**src/rtl/mips_pkg.sv**
```systemverilog
// Shared decode constants and the ID control bundle for the id_stage slice.
package mips_pkg;

    localparam logic [5:0] OP_RTYPE = 6'h00;
    localparam logic [5:0] OP_J     = 6'h02;
    localparam logic [5:0] OP_JAL   = 6'h03;
    localparam logic [5:0] OP_BEQ   = 6'h04;
    localparam logic [5:0] OP_BNE   = 6'h05;
    localparam logic [5:0] OP_ADDI  = 6'h08;
    localparam logic [5:0] OP_SLTI  = 6'h0A;
    localparam logic [5:0] OP_ANDI  = 6'h0C;
    localparam logic [5:0] OP_ORI   = 6'h0D;
    localparam logic [5:0] OP_LUI   = 6'h0F;
    localparam logic [5:0] OP_LW    = 6'h23;
    localparam logic [5:0] OP_SW    = 6'h2B;

    localparam logic [5:0] FN_SLL = 6'h00;
    localparam logic [5:0] FN_SRL = 6'h02;
    localparam logic [5:0] FN_JR  = 6'h08;
    localparam logic [5:0] FN_ADD = 6'h20;
    localparam logic [5:0] FN_SUB = 6'h22;
    localparam logic [5:0] FN_AND = 6'h24;
    localparam logic [5:0] FN_OR  = 6'h25;
    localparam logic [5:0] FN_SLT = 6'h2A;

    typedef enum logic [3:0] {
        ALU_ADD = 4'd0,
        ALU_SUB = 4'd1,
        ALU_AND = 4'd2,
        ALU_OR  = 4'd3,
        ALU_SLT = 4'd4,
        ALU_SLL = 4'd5,
        ALU_SRL = 4'd6,
        ALU_LUI = 4'd7
    } alu_op_e;

    typedef enum logic [1:0] {
        PCSRC_SEQ = 2'b00,
        PCSRC_BR  = 2'b01,
        PCSRC_JMP = 2'b10,
        PCSRC_JR  = 2'b11
    } pcsrc_e;

    localparam logic [31:0] NOP = 32'h0000_0000;

    typedef struct packed {
        logic    reg_write;
        logic    mem_read;
        logic    mem_write;
        logic    mem_to_reg;
        logic    alu_src;
        logic    link;
        alu_op_e alu_op;
    } ctrl_t;

    localparam ctrl_t CTRL_NOP = '0;

endpackage

```
**src/rtl/id_stage_if.sv**
```systemverilog
// ID/EX pipeline register bundle: id_stage drives (master), execute consumes (slave).
interface id_stage_if;

    logic [31:0] EX_RsData;
    logic [31:0] EX_RtData;
    logic [31:0] EX_Imm;
    logic [31:0] EX_PCplus4;
    logic [4:0]  EX_Rs;
    logic [4:0]  EX_Rt;
    logic [4:0]  EX_WriteReg;
    logic [3:0]  EX_ALUOp;
    logic        EX_RegWrite;
    logic        EX_MemRead;
    logic        EX_MemWrite;
    logic        EX_MemToReg;
    logic        EX_ALUSrc;
    logic        EX_Link;

    modport master (
        output EX_RsData, EX_RtData, EX_Imm, EX_PCplus4,
        output EX_Rs, EX_Rt, EX_WriteReg, EX_ALUOp,
        output EX_RegWrite, EX_MemRead, EX_MemWrite,
        output EX_MemToReg, EX_ALUSrc, EX_Link
    );

    modport slave (
        input EX_RsData, EX_RtData, EX_Imm, EX_PCplus4,
        input EX_Rs, EX_Rt, EX_WriteReg, EX_ALUOp,
        input EX_RegWrite, EX_MemRead, EX_MemWrite,
        input EX_MemToReg, EX_ALUSrc, EX_Link
    );

endinterface

```
**src/rtl/id_stage_reg_file.sv**
```systemverilog
// 32x32 register file: 2 read, 1 write, write-first reads, r0 hardwired to 0.
module reg_file (
    input  logic        clk,
    input  logic        rst,
    input  logic        we,
    input  logic [4:0]  waddr,
    input  logic [31:0] wdata,
    input  logic [4:0]  raddr_a,
    output logic [31:0] rdata_a,
    input  logic [4:0]  raddr_b,
    output logic [31:0] rdata_b
);

    logic [31:0] regs [32];

    always_ff @(posedge clk) begin
        if (rst) begin
            for (int i = 0; i < 32; i++) regs[i] <= '0;
        end else if (we && waddr != 5'd0) begin
            regs[waddr] <= wdata;
        end
    end

    always_comb begin
        rdata_a = regs[raddr_a];
        rdata_b = regs[raddr_b];
        if (we && waddr == raddr_a) rdata_a = wdata;
        if (we && waddr == raddr_b) rdata_b = wdata;
        if (raddr_a == 5'd0) rdata_a = '0;
        if (raddr_b == 5'd0) rdata_b = '0;
    end

endmodule

```
**src/rtl/id_stage.sv**
```systemverilog
// MIPS decode stage: regfile, decode, hazard stalls, branch/jump resolve, ID/EX register.
// Define ID_BRANCH_FWD_EN to bypass MEM_ALUOut into branch/jr operands instead of stalling.
module id_stage
    import mips_pkg::*;
#(
    parameter logic [31:0] RESET_PC = 32'h0000_0000
) (
    input  logic        Clock,
    input  logic        Reset,
    input  logic [31:0] ID_Instruction,
    input  logic [31:0] ID_PCplus4,
    input  logic        WB_RegWrite,
    input  logic [4:0]  WB_WriteReg,
    input  logic [31:0] WB_WriteData,
    input  logic        MEM_RegWrite,
    input  logic        MEM_MemRead,
    input  logic [4:0]  MEM_WriteReg,
    input  logic [31:0] MEM_ALUOut,
    output logic [1:0]  IF_PCSrc,
    output logic [31:0] ID_JumpAddr,
    output logic [31:0] ID_BranchAddr,
    output logic [31:0] ID_RsData,
    output logic        IF_PCWrite,
    output logic        IF_Write,
    output logic        IF_Flush,
    id_stage_if.master  ex
);

    logic [5:0]  op, fn;
    logic [4:0]  rs, rt, rd, dst;
    logic [15:0] imm;
    logic [31:0] rf_rs, rf_rt, rs_val, rt_val, imm_ext;
    logic        is_r, i_add, i_sub, i_and, i_or, i_slt, i_sll, i_srl, i_jr;
    logic        i_addi, i_slti, i_andi, i_ori, i_lui, i_lw, i_sw;
    logic        i_beq, i_bne, i_j, i_jal, r_alu, i_alui, i_br;
    logic        use_rs, use_rt, zext;
    logic        mem_alu_rs, mem_alu_rt, mem_alu_stall;
    logic        load_use, br_stall, stall;
    ctrl_t       ctl;

    assign op  = ID_Instruction[31:26];
    assign rs  = ID_Instruction[25:21];
    assign rt  = ID_Instruction[20:16];
    assign rd  = ID_Instruction[15:11];
    assign fn  = ID_Instruction[5:0];
    assign imm = ID_Instruction[15:0];

    // All-zero word is sll $0 by encoding but must behave as a pure NOP.
    assign is_r   = op == OP_RTYPE && ID_Instruction != NOP;
    assign i_add  = is_r && fn == FN_ADD;
    assign i_sub  = is_r && fn == FN_SUB;
    assign i_and  = is_r && fn == FN_AND;
    assign i_or   = is_r && fn == FN_OR;
    assign i_slt  = is_r && fn == FN_SLT;
    assign i_sll  = is_r && fn == FN_SLL;
    assign i_srl  = is_r && fn == FN_SRL;
    assign i_jr   = is_r && fn == FN_JR;
    assign i_addi = op == OP_ADDI;
    assign i_slti = op == OP_SLTI;
    assign i_andi = op == OP_ANDI;
    assign i_ori  = op == OP_ORI;
    assign i_lui  = op == OP_LUI;
    assign i_lw   = op == OP_LW;
    assign i_sw   = op == OP_SW;
    assign i_beq  = op == OP_BEQ;
    assign i_bne  = op == OP_BNE;
    assign i_j    = op == OP_J;
    assign i_jal  = op == OP_JAL;
    assign r_alu  = i_add | i_sub | i_and | i_or | i_slt | i_sll | i_srl;
    assign i_alui = i_addi | i_slti | i_andi | i_ori | i_lui;
    assign i_br   = i_beq | i_bne;

    reg_file u_rf (
        .clk     (Clock),
        .rst     (Reset),
        .we      (WB_RegWrite),
        .waddr   (WB_WriteReg),
        .wdata   (WB_WriteData),
        .raddr_a (rs),
        .rdata_a (rf_rs),
        .raddr_b (rt),
        .rdata_b (rf_rt)
    );

    always_comb begin
        ctl    = CTRL_NOP;
        dst    = 5'd0;
        use_rs = 1'b0;
        use_rt = 1'b0;
        zext   = 1'b0;
        unique case (1'b1)
            r_alu: begin
                ctl.reg_write = 1'b1;
                dst    = rd;
                use_rs = 1'b1;
                use_rt = 1'b1;
            end
            i_jr: use_rs = 1'b1;
            i_alui: begin
                ctl.reg_write = 1'b1;
                ctl.alu_src   = 1'b1;
                dst    = rt;
                use_rs = !i_lui;
                zext   = i_andi | i_ori | i_lui;
            end
            i_lw: begin
                ctl.reg_write  = 1'b1;
                ctl.mem_read   = 1'b1;
                ctl.mem_to_reg = 1'b1;
                ctl.alu_src    = 1'b1;
                dst    = rt;
                use_rs = 1'b1;
            end
            i_sw: begin
                ctl.mem_write = 1'b1;
                ctl.alu_src   = 1'b1;
                use_rs = 1'b1;
                use_rt = 1'b1;
            end
            i_br: begin
                use_rs = 1'b1;
                use_rt = 1'b1;
            end
            i_jal: begin
                ctl.reg_write = 1'b1;
                ctl.link      = 1'b1;
                dst = 5'd31;
            end
            default: ;
        endcase
        unique case (1'b1)
            i_sub, i_br:    ctl.alu_op = ALU_SUB;
            i_and, i_andi:  ctl.alu_op = ALU_AND;
            i_or, i_ori:    ctl.alu_op = ALU_OR;
            i_slt, i_slti:  ctl.alu_op = ALU_SLT;
            i_sll:          ctl.alu_op = ALU_SLL;
            i_srl:          ctl.alu_op = ALU_SRL;
            i_lui:          ctl.alu_op = ALU_LUI;
            default:        ctl.alu_op = ALU_ADD;
        endcase
    end

    assign imm_ext = zext ? {16'h0, imm} : {{16{imm[15]}}, imm};

    assign mem_alu_rs = MEM_RegWrite && !MEM_MemRead
                        && MEM_WriteReg != 5'd0 && MEM_WriteReg == rs;
    assign mem_alu_rt = MEM_RegWrite && !MEM_MemRead
                        && MEM_WriteReg != 5'd0 && MEM_WriteReg == rt;

`ifdef ID_BRANCH_FWD_EN
    assign rs_val        = mem_alu_rs ? MEM_ALUOut : rf_rs;
    assign rt_val        = mem_alu_rt ? MEM_ALUOut : rf_rt;
    assign mem_alu_stall = 1'b0;
`else
    logic unused_mem_aluout;
    assign unused_mem_aluout = ^MEM_ALUOut;
    assign rs_val        = rf_rs;
    assign rt_val        = rf_rt;
    assign mem_alu_stall = mem_alu_rs || (i_br && mem_alu_rt);
`endif

    assign load_use = ex.EX_MemRead && ex.EX_WriteReg != 5'd0
                      && ((use_rs && ex.EX_WriteReg == rs)
                      ||  (use_rt && ex.EX_WriteReg == rt));

    assign br_stall = (i_br || i_jr) && (
          (ex.EX_RegWrite && ex.EX_WriteReg != 5'd0 && ex.EX_WriteReg == rs)
       || (i_br && ex.EX_RegWrite && ex.EX_WriteReg != 5'd0
                && ex.EX_WriteReg == rt)
       || (MEM_MemRead && MEM_WriteReg == rs)
       || (i_br && MEM_MemRead && MEM_WriteReg == rt)
       || mem_alu_stall);

    assign stall = !Reset && (load_use || br_stall);

    assign ID_RsData     = rs_val;
    assign ID_JumpAddr   = {ID_PCplus4[31:28], ID_Instruction[25:0], 2'b00};
    assign ID_BranchAddr = ID_PCplus4 + {{14{imm[15]}}, imm, 2'b00};

    always_comb begin
        IF_PCSrc   = PCSRC_SEQ;
        IF_PCWrite = !stall;
        IF_Write   = !stall;
        IF_Flush   = 1'b0;
        if (!Reset && !stall) begin
            unique case (1'b1)
                i_beq && rs_val == rt_val,
                i_bne && rs_val != rt_val: begin
                    IF_PCSrc = PCSRC_BR;
                    IF_Flush = 1'b1;
                end
                i_j, i_jal: begin
                    IF_PCSrc = PCSRC_JMP;
                    IF_Flush = 1'b1;
                end
                i_jr: begin
                    IF_PCSrc = PCSRC_JR;
                    IF_Flush = 1'b1;
                end
                default: ;
            endcase
        end
    end

    always_ff @(posedge Clock) begin
        if (Reset) begin
            ex.EX_RsData   <= '0;
            ex.EX_RtData   <= '0;
            ex.EX_Imm      <= '0;
            ex.EX_PCplus4  <= RESET_PC;
            ex.EX_Rs       <= '0;
            ex.EX_Rt       <= '0;
            ex.EX_WriteReg <= '0;
            ex.EX_ALUOp    <= '0;
            ex.EX_RegWrite <= 1'b0;
            ex.EX_MemRead  <= 1'b0;
            ex.EX_MemWrite <= 1'b0;
            ex.EX_MemToReg <= 1'b0;
            ex.EX_ALUSrc   <= 1'b0;
            ex.EX_Link     <= 1'b0;
        end else begin
            ex.EX_RsData   <= rs_val;
            ex.EX_RtData   <= rt_val;
            ex.EX_Imm      <= imm_ext;
            ex.EX_PCplus4  <= ID_PCplus4;
            ex.EX_Rs       <= stall ? 5'd0 : rs;
            ex.EX_Rt       <= stall ? 5'd0 : rt;
            ex.EX_WriteReg <= stall ? 5'd0 : dst;
            ex.EX_ALUOp    <= stall ? 4'd0 : ctl.alu_op;
            ex.EX_RegWrite <= !stall && ctl.reg_write;
            ex.EX_MemRead  <= !stall && ctl.mem_read;
            ex.EX_MemWrite <= !stall && ctl.mem_write;
            ex.EX_MemToReg <= !stall && ctl.mem_to_reg;
            ex.EX_ALUSrc   <= !stall && ctl.alu_src;
            ex.EX_Link     <= !stall && ctl.link;
        end
    end

endmodule

```
**src/flat_wrapper.sv**
```systemverilog
// flat-port wrapper written by rule: the top's interface ports become plain ports
module id_stage_flat import mips_pkg::*;
#(
    parameter logic [31:0] RESET_PC = 32'h0000_0000
)
  (Clock, Reset, ID_Instruction, ID_PCplus4, WB_RegWrite, WB_WriteReg, WB_WriteData, MEM_RegWrite, MEM_MemRead, MEM_WriteReg, MEM_ALUOut, IF_PCSrc, ID_JumpAddr, ID_BranchAddr, ID_RsData, IF_PCWrite, IF_Write, IF_Flush, ex_EX_RsData, ex_EX_RtData, ex_EX_Imm, ex_EX_PCplus4, ex_EX_Rs, ex_EX_Rt, ex_EX_WriteReg, ex_EX_ALUOp, ex_EX_RegWrite, ex_EX_MemRead, ex_EX_MemWrite, ex_EX_MemToReg, ex_EX_ALUSrc, ex_EX_Link);
  id_stage_if ex_i ();
  input  logic Clock;
  input  logic Reset;
  input  logic [31:0] ID_Instruction;
  input  logic [31:0] ID_PCplus4;
  input  logic WB_RegWrite;
  input  logic [4:0] WB_WriteReg;
  input  logic [31:0] WB_WriteData;
  input  logic MEM_RegWrite;
  input  logic MEM_MemRead;
  input  logic [4:0] MEM_WriteReg;
  input  logic [31:0] MEM_ALUOut;
  output logic [1:0] IF_PCSrc;
  output logic [31:0] ID_JumpAddr;
  output logic [31:0] ID_BranchAddr;
  output logic [31:0] ID_RsData;
  output logic IF_PCWrite;
  output logic IF_Write;
  output logic IF_Flush;
  output wire logic [$bits(ex_i.EX_RsData)-1:0] ex_EX_RsData;
  output wire logic [$bits(ex_i.EX_RtData)-1:0] ex_EX_RtData;
  output wire logic [$bits(ex_i.EX_Imm)-1:0] ex_EX_Imm;
  output wire logic [$bits(ex_i.EX_PCplus4)-1:0] ex_EX_PCplus4;
  output wire logic [$bits(ex_i.EX_Rs)-1:0] ex_EX_Rs;
  output wire logic [$bits(ex_i.EX_Rt)-1:0] ex_EX_Rt;
  output wire logic [$bits(ex_i.EX_WriteReg)-1:0] ex_EX_WriteReg;
  output wire logic [$bits(ex_i.EX_ALUOp)-1:0] ex_EX_ALUOp;
  output wire logic [$bits(ex_i.EX_RegWrite)-1:0] ex_EX_RegWrite;
  output wire logic [$bits(ex_i.EX_MemRead)-1:0] ex_EX_MemRead;
  output wire logic [$bits(ex_i.EX_MemWrite)-1:0] ex_EX_MemWrite;
  output wire logic [$bits(ex_i.EX_MemToReg)-1:0] ex_EX_MemToReg;
  output wire logic [$bits(ex_i.EX_ALUSrc)-1:0] ex_EX_ALUSrc;
  output wire logic [$bits(ex_i.EX_Link)-1:0] ex_EX_Link;
  assign ex_EX_RsData = ex_i.EX_RsData;
  assign ex_EX_RtData = ex_i.EX_RtData;
  assign ex_EX_Imm = ex_i.EX_Imm;
  assign ex_EX_PCplus4 = ex_i.EX_PCplus4;
  assign ex_EX_Rs = ex_i.EX_Rs;
  assign ex_EX_Rt = ex_i.EX_Rt;
  assign ex_EX_WriteReg = ex_i.EX_WriteReg;
  assign ex_EX_ALUOp = ex_i.EX_ALUOp;
  assign ex_EX_RegWrite = ex_i.EX_RegWrite;
  assign ex_EX_MemRead = ex_i.EX_MemRead;
  assign ex_EX_MemWrite = ex_i.EX_MemWrite;
  assign ex_EX_MemToReg = ex_i.EX_MemToReg;
  assign ex_EX_ALUSrc = ex_i.EX_ALUSrc;
  assign ex_EX_Link = ex_i.EX_Link;
  id_stage #(.RESET_PC(RESET_PC)) u_core (.Clock(Clock), .Reset(Reset), .ID_Instruction(ID_Instruction), .ID_PCplus4(ID_PCplus4), .WB_RegWrite(WB_RegWrite), .WB_WriteReg(WB_WriteReg), .WB_WriteData(WB_WriteData), .MEM_RegWrite(MEM_RegWrite), .MEM_MemRead(MEM_MemRead), .MEM_WriteReg(MEM_WriteReg), .MEM_ALUOut(MEM_ALUOut), .IF_PCSrc(IF_PCSrc), .ID_JumpAddr(ID_JumpAddr), .ID_BranchAddr(ID_BranchAddr), .ID_RsData(ID_RsData), .IF_PCWrite(IF_PCWrite), .IF_Write(IF_Write), .IF_Flush(IF_Flush), .ex(ex_i));
endmodule
```
**config.mk**
```make
export PLATFORM = sky130hd
export DESIGN_NAME = id_stage_flat
export DESIGN_NICKNAME = d
export VERILOG_FILES = /design/src/rtl/mips_pkg.sv /design/src/rtl/id_stage_if.sv /design/src/rtl/id_stage_reg_file.sv /design/src/rtl/id_stage.sv /design/src/flat_wrapper.sv
export SDC_FILE = /design/constraint.sdc
export NUM_CORES = 2
export LEC_CHECK = 0
export ABC_CLOCK_PERIOD_IN_PS = 3570
export BUFFER_PORTS_ARGS = -buffer_cell sky130_fd_sc_hd__buf_2
export CELL_PAD_IN_SITES_DETAIL_PLACEMENT = 1
export CELL_PAD_IN_SITES_GLOBAL_PLACEMENT = 1
export CORE_ASPECT_RATIO = 1.2
export CORE_MARGIN = 4
export CORE_UTILIZATION = 46
export DETAILED_ROUTE_END_ITERATION = 10
export GPL_TIMING_DRIVEN = 0
export PLACE_DENSITY_LB_ADDON = 0.08
export SYNTH_ARGS = -nofsm -noshare
export SYNTH_HDL_FRONTEND = slang
export SYNTH_HIERARCHICAL = 1
export SYNTH_SLANG_ARGS = --single-unit
```
**constraint.sdc**
```tcl
create_clock -name Clock -period 3.57 [get_ports Clock]
set_input_delay 0.5355 -clock Clock [delete_from_list [all_inputs] [get_ports Clock]]
set_output_delay 0.5355 -clock Clock [all_outputs]
set_load 0.005 [all_outputs]
```
; After elaboration in Yosys (flattened, before gate mapping)
; Memories as Yosys holds them, arrays and structs flattened.
; Index checks and enable logic that the tools add are counted.
[word_totals]
mem_bits_rw = 1024
latch_bits = 0
rom_bits = 0
regBits = 137
wordCells = 155
output_inout_bits = 254
mem_count = 1
[classes]
addsub = 1
muxes = 26
bitwise = 13
n_mul = 0
eq_ne = 26
shift = 0
div = 0
n_reduce_logical = 74
order_cmp = 0
[mem_list]
columns = memory, words, word_bits, read_ports, rd_clocked_by_memory_dff, wr, line
row1 = u_core.u_rf.regs, 32, 32, 2, 0, 32, id_stage_reg_file.sv:14  ; logic [31:0] regs [32];
[op_table]
columns = cell, count
row1 = 32-bit 2-to-1 mux, 5
row2 = "6-bit == test, second input constant", 7
row3 = 1-bit logical AND, 39
row4 = "6-bit by 4-bit == test with 1-bit output, second input constant", 6
row5 = 32-bit adder, 1
row6 = 32-bit == test, 1
row7 = 32-bit inequality test, 1
row8 = 32-bit nonzero test, 1
row9 = 32-bit OR reduction, 1
row10 = 5-bit == test, 6
row11 = 3-bit case mux with 7 select lines, 1
row12 = "6-bit by 2-bit == test with 1-bit output, second input constant", 3
row13 = 2-bit OR reduction, 9
row14 = 1-bit 2-to-1 mux, 15
row15 = 5-bit case mux with 3 select lines, 1
row16 = 5-bit nonzero test, 3
row17 = 1-bit OR, 13
row18 = "6-bit by 3-bit == test with 1-bit output, second input constant", 2
row19 = 6-bit zero test, 2
row20 = 5-bit zero test, 2
row21 = 5-bit OR reduction, 2
row22 = 1-bit logical OR, 8
row23 = 2-bit case mux with 3 select lines, 1
row24 = 3-bit OR reduction, 2
row25 = 5 further kinds, 8

; Depth between registers and ports, before layout
[logic_depth]
word_depth = 19
depth_mapped = 16
mapped_depth_nobuf = 12

; Cells and area by module
; The synthesis kept the hierarchy.
[by_module_without_submodules]
columns = module, area_each_um2, cells_per_inst, instances, seq_area_each_um2
row1 = reg_file, 55061.6, 3802, 1, 30749.5
row2 = id_stage, 6627.6, 724, 1, 2722.6

; Worst setup path after synthesis
; OpenSTA, ideal clock, no wires.
[synth_timing]
path_kind = input to output
start = in ID_Instruction[22]
end = out IF_Flush
t_arrival_ns = 3.073
path_slack_ns = -0.039
required_time_ns = 3.034
stages = 14
cell_sequence = buf_2 -> buf_2 -> clkbuf_1 -> mux4_2 -> a211oi_1 -> o21ai_1 -> a32o_1 -> xnor2_1 -> nand4_1 -> nor4_1 -> nand2_1 -> xnor2_1 -> a21oi_1 -> a21oi_1
[synth_via]
word_cells_on_any_way = 53
[synth_lines]
columns = element, line
row1 = start: declaration, flat_wrapper.sv:10  ; input logic [31:0] ID_Instruction;
row2 = "parallel branches: the longest is 3 deep, another holds memory read 32 x 32 bit", -
row3 = 32-bit 2-to-1 mux *, id_stage_reg_file.sv:29  ; if (raddr_a == 5'd0) rdata_a = '0;
row4 = net ID_RsData[30], flat_wrapper.sv:22  ; output logic [31:0] ID_RsData;
row5 = 32-bit inequality test or 32-bit == test (tied branches), "id_stage.sv:188, id_stage.sv:187"
row6 = 1-bit logical AND (on tied branches), "id_stage.sv:188, id_stage.sv:187"
row7 = 5-bit OR reduction (no line) *, -
row8 = 1-bit 2-to-1 mux *, id_stage.sv:186  ; unique case (1'b1)
row9 = 1-bit 2-to-1 mux *, id_stage.sv:185  ; if (!Reset && !stall) begin
row10 = end: declaration, flat_wrapper.sv:25  ; output logic IF_Flush;
; Mark *: on every way through the listed nets, which the timed path passes.

; Final worst setup path
[layout_timing]
start = in ID_Instruction[18]
end = out IF_Flush
[layout_via]
word_cells_on_any_way = 54
[layout_lines]
columns = element, line
row1 = "parallel branches: the longest is 3 deep, another holds memory read 32 x 32 bit", -
row2 = 32-bit 2-to-1 mux *, id_stage_reg_file.sv:30  ; if (raddr_b == 5'd0) rdata_b = '0;
row3 = net u_core.rf_rt[25], id_stage.sv:32  ; logic [31:0] rf_rs, rf_rt, rs_val, rt_val, imm_ext;
row4 = 32-bit inequality test or 32-bit == test (tied branches), "id_stage.sv:188, id_stage.sv:187"
row5 = 1-bit logical AND (on tied branches), "id_stage.sv:188, id_stage.sv:187"
row6 = 5-bit OR reduction (no line) *, -
row7 = 1-bit 2-to-1 mux *, id_stage.sv:186
row8 = 1-bit 2-to-1 mux *, id_stage.sv:185
; Marked as above.

==> reports/metrics.yaml <==
synth_top_family_by_area: "multiplexers"
powerDensity_nw_per_um2: 479.9
antenna_found_initial: 26
drive_above_1_share_pct: 27.22
fp.dieH_um: 409.2
rsz0062_at_grt: "yes"
clk_path_buf_depth: 3
r2r_cells: 5
clock_latency_ps: 790
cts_tree: "done"
ios: 397
grt_pass1_vias: 47650
worst-setup-path-type: "primary input to output port"
power_leakage_nw: 26.88
synthXorXnorAreaFrac_pct: 1.264
initial_core_util_pct: 46.51
synth_seq_cells: 1160
critPathLaunch: "ID_Instruction[18]"
fmax_mhz: 185.5
cp-end-kind: "output port"
gp_congestion: 1.053
htree_levels: 4
drv_cap: 0
synthAdderAreaFrac_pct: 0.6206
post-dp-hpwl_mm: 211.8
route.detailed.wl_per_inst_um: 42.60
clock-sinks: 1160
r2r-start: "u_core/u_rf/regs[23][11]$_SDFFCE_PN0P_"
via_per_inst: 6.724
synth-main-ff-cell: "edfxtp_1"
violations: "setup timing"
grt_first_pass_wirelength_mm: 396.6
ys_seq_area_share_pct: 54.26
postRouteAntennaNets: 0
synth_edf_count: 1024
root_buffer: "clkbuf_16"
synth.distinct_cells: 79
synth.cell_area_um2: 61690
core-area_um2: 132600
critPathCapture: "IF_Flush"
drc: 0
layout_common_cells: "edfxtp_1, and2_1, mux4_2"
reg2reg_to: "u_core/ex.EX_RtData[11]$_SDFF_PP0_"
overflow: 0
drt_pass1_iterations: 5
critPathLaunchType: "primary input"
syn_to_final_growth_pct: 17.85
setup_viol: 10
finalPower_mw: 34.89
fin_crit_ps: 5392
max_slew_margin_pct: 14.04
tns_ps: -3871
max_slew.worst_pin.slew_ps: 1289
avgSynthCellArea_um2: 13.63
async_reset_ff_share_pct: 0
hold_violations: 0
synthMuxAreaShare_pct: 19.17
synth_compound_area_share_pct: 6.503
grt_usage_pct: 41.95
status: "complete, but fails checks"
final_common_cell: "edfxtp_1"
path_max_fanout: 10
worstPathArrival_ps: 4860
post-route-period-util_pct: 151.0
route.vias.total: 47110
slew_violations: 0
setup_slack_ps: -1822
dieArea_um2: 140100
die_w_um: 342.3
synth_cells: 4526
drt_iter0_markers: 6316
port_buffers: 354
synthSimpleGateAreaFrac_pct: 14.04
yosys_warnings: 6
wl_mm: 298.5
r2r_slack_ps: 1130
row_count: 146
finClkSkew_ps: 18.06
final_nets: 5293
whs_ps: 35.44
numCtsBuffers: 130
required_ps: 3030
hp-class: "primary input to flip-flop"
peakVddDrop_mv: 0.3652
place_ws_ps: -3699
grt_max_degree: 33
clkTransAtPathRegs_ps: 60
## cell families after synthesis
family | Yosys count
simple gates | 1454
xor+xnor | 89
flops | 1160
buf+inv | 519
fa+ha+maj | 30
mux | 712
compound gates | 560
other cells | 2
## where the power goes
group / leakage, nW / switching (mW) / internal [mW]
clock: 1.93 / 5.72 / 7.20
combinational: 14.1 / 3.84 / 2.19
sequential: 10.9 / 0.395 / 15.5
total: 26.9 / 9.95 / 24.9
## worst max-delay path, cell delays in order
cell and delay [ps]:
buf_4 220, buf_4 250, buf_8 270, nor2_2 190, buf_4 270, a22oi_2 370, a21oi_2 120, a221o_1 370
xnor2_4 450, nand4_1 530, nor4_4 500, nand2_4 170, xnor2_2 180, a21oi_2 170, a21oi_1 80, buf_2 130
## state kept, by name, summed over array words and instances, names as in the netlist, 3 cells and up
register               flops
u_core/ex.EX_Rt            5
u_core/ex.EX_Rs            5
u_core/ex.EX_RtData       32
u_core/ex.EX_ALUOp         3
u_core/ex.EX_WriteReg      5
u_core/ex.EX_PCplus4      32
u_core/ex.EX_Imm          17
u_core/ex.EX_RsData       32
u_core/u_rf/regs        1024
## per-layer routing
layer  wire (um)  share of wire [%]  GRT usage, %  up-vias
met5         138              0.046             0        -
li1            -                  -             -    18240
met4       33440                 11         37.75       22
met3       32250                 11         11.49     1024
met2      132700                 44         64.21     3526
met1       99980                 33         48.00    24300
## metrics by stage
step	util [%]	cell area, um2	std cells
after floorplan	-	61830	4559
after global routing	54.80	72680	6996
after detailed placement	49.66	65860	6691
final	54.82	72700	7006
after CTS	54.47	72230	6981
after global placement	49.63	65820	6689
## worst min-delay path by stage
stage	slack, ps	startpoint	end	cells after the start
floorplan	620	Reset	u_core/ex.EX_Imm[15]$_SDFF_PP0_	1
global placement	770	ID_PCplus4[5]	u_core/ex.EX_PCplus4[5]$_SDFF_PP0_	2
detailed placement	770	ID_PCplus4[2]	u_core/ex.EX_PCplus4[2]$_SDFF_PP0_	2
CTS	1	ID_PCplus4[4]	u_core/ex.EX_PCplus4[4]$_SDFF_PP0_	2
global route	40	ID_Instruction[21]	u_core/ex.EX_Rs[0]$_SDFF_PP0_	3
finish	40	ID_PCplus4[4]	u_core/ex.EX_PCplus4[4]$_SDFF_PP0_	2
## Yosys cell counts (20+ instances only)
cell	n	area, um2
a21oi_1	99	495.5
nand3_1	25	125.1
nor2_1	99	371.6
mux2i_1	331	3313
mux4_2	375	8446
buf_6	28	315.3
o221ai_1	38	332.8
and2_1	996	6231
a31oi_1	21	131.4
a22oi_1	107	803.3
ha_1	29	362.9
a32o_1	32	320.3
nor3_1	21	105.1
buf_2	61	305.3
a221oi_1	32	280.3
nor2b_1	117	732.0
o22ai_1	38	237.7
buf_4	84	630.6
inv_1	25	93.84
dfxtp_1	136	2723
nand2_1	88	330.3
or2_2	32	200.2
xnor2_1	71	621.9
clkbuf_1	297	1115
a211oi_1	39	292.8
buf_1	22	82.58
o21ai_0	20	100.1
o21ai_1	52	260.3
edfxtp_1	1024	30750
## final cells by class
| cell class | count | area (um2) |
|---|---|---|
| plain buffers | 484 | 3528 |
| inverters | 27 | 106.4 |
| flip-flops and latches | 1160 | 33470 |
| fillers | 13150 | 59920 |
| well taps | 1776 | 2222 |
| repair buffers | 437 | 2684 |
| clock inverters | 45 | 335.3 |
| diodes | 10 | 25.02 |
| multi-input cells | 2880 | 26720 |
| clock buffers | 187 | 3615 |
## timing repair
item / CTS / global route
hold buffers: 24 / 0
hold endpoints to repair: 24 / 0
cloned: 2 / 0
pin swaps: 28 / 27
resized for setup: 521 / 94
setup buffers: 37 / 18
setup endpoints to repair: 75 / 38
Note: power is estimated with default switching activity, not from simulation.
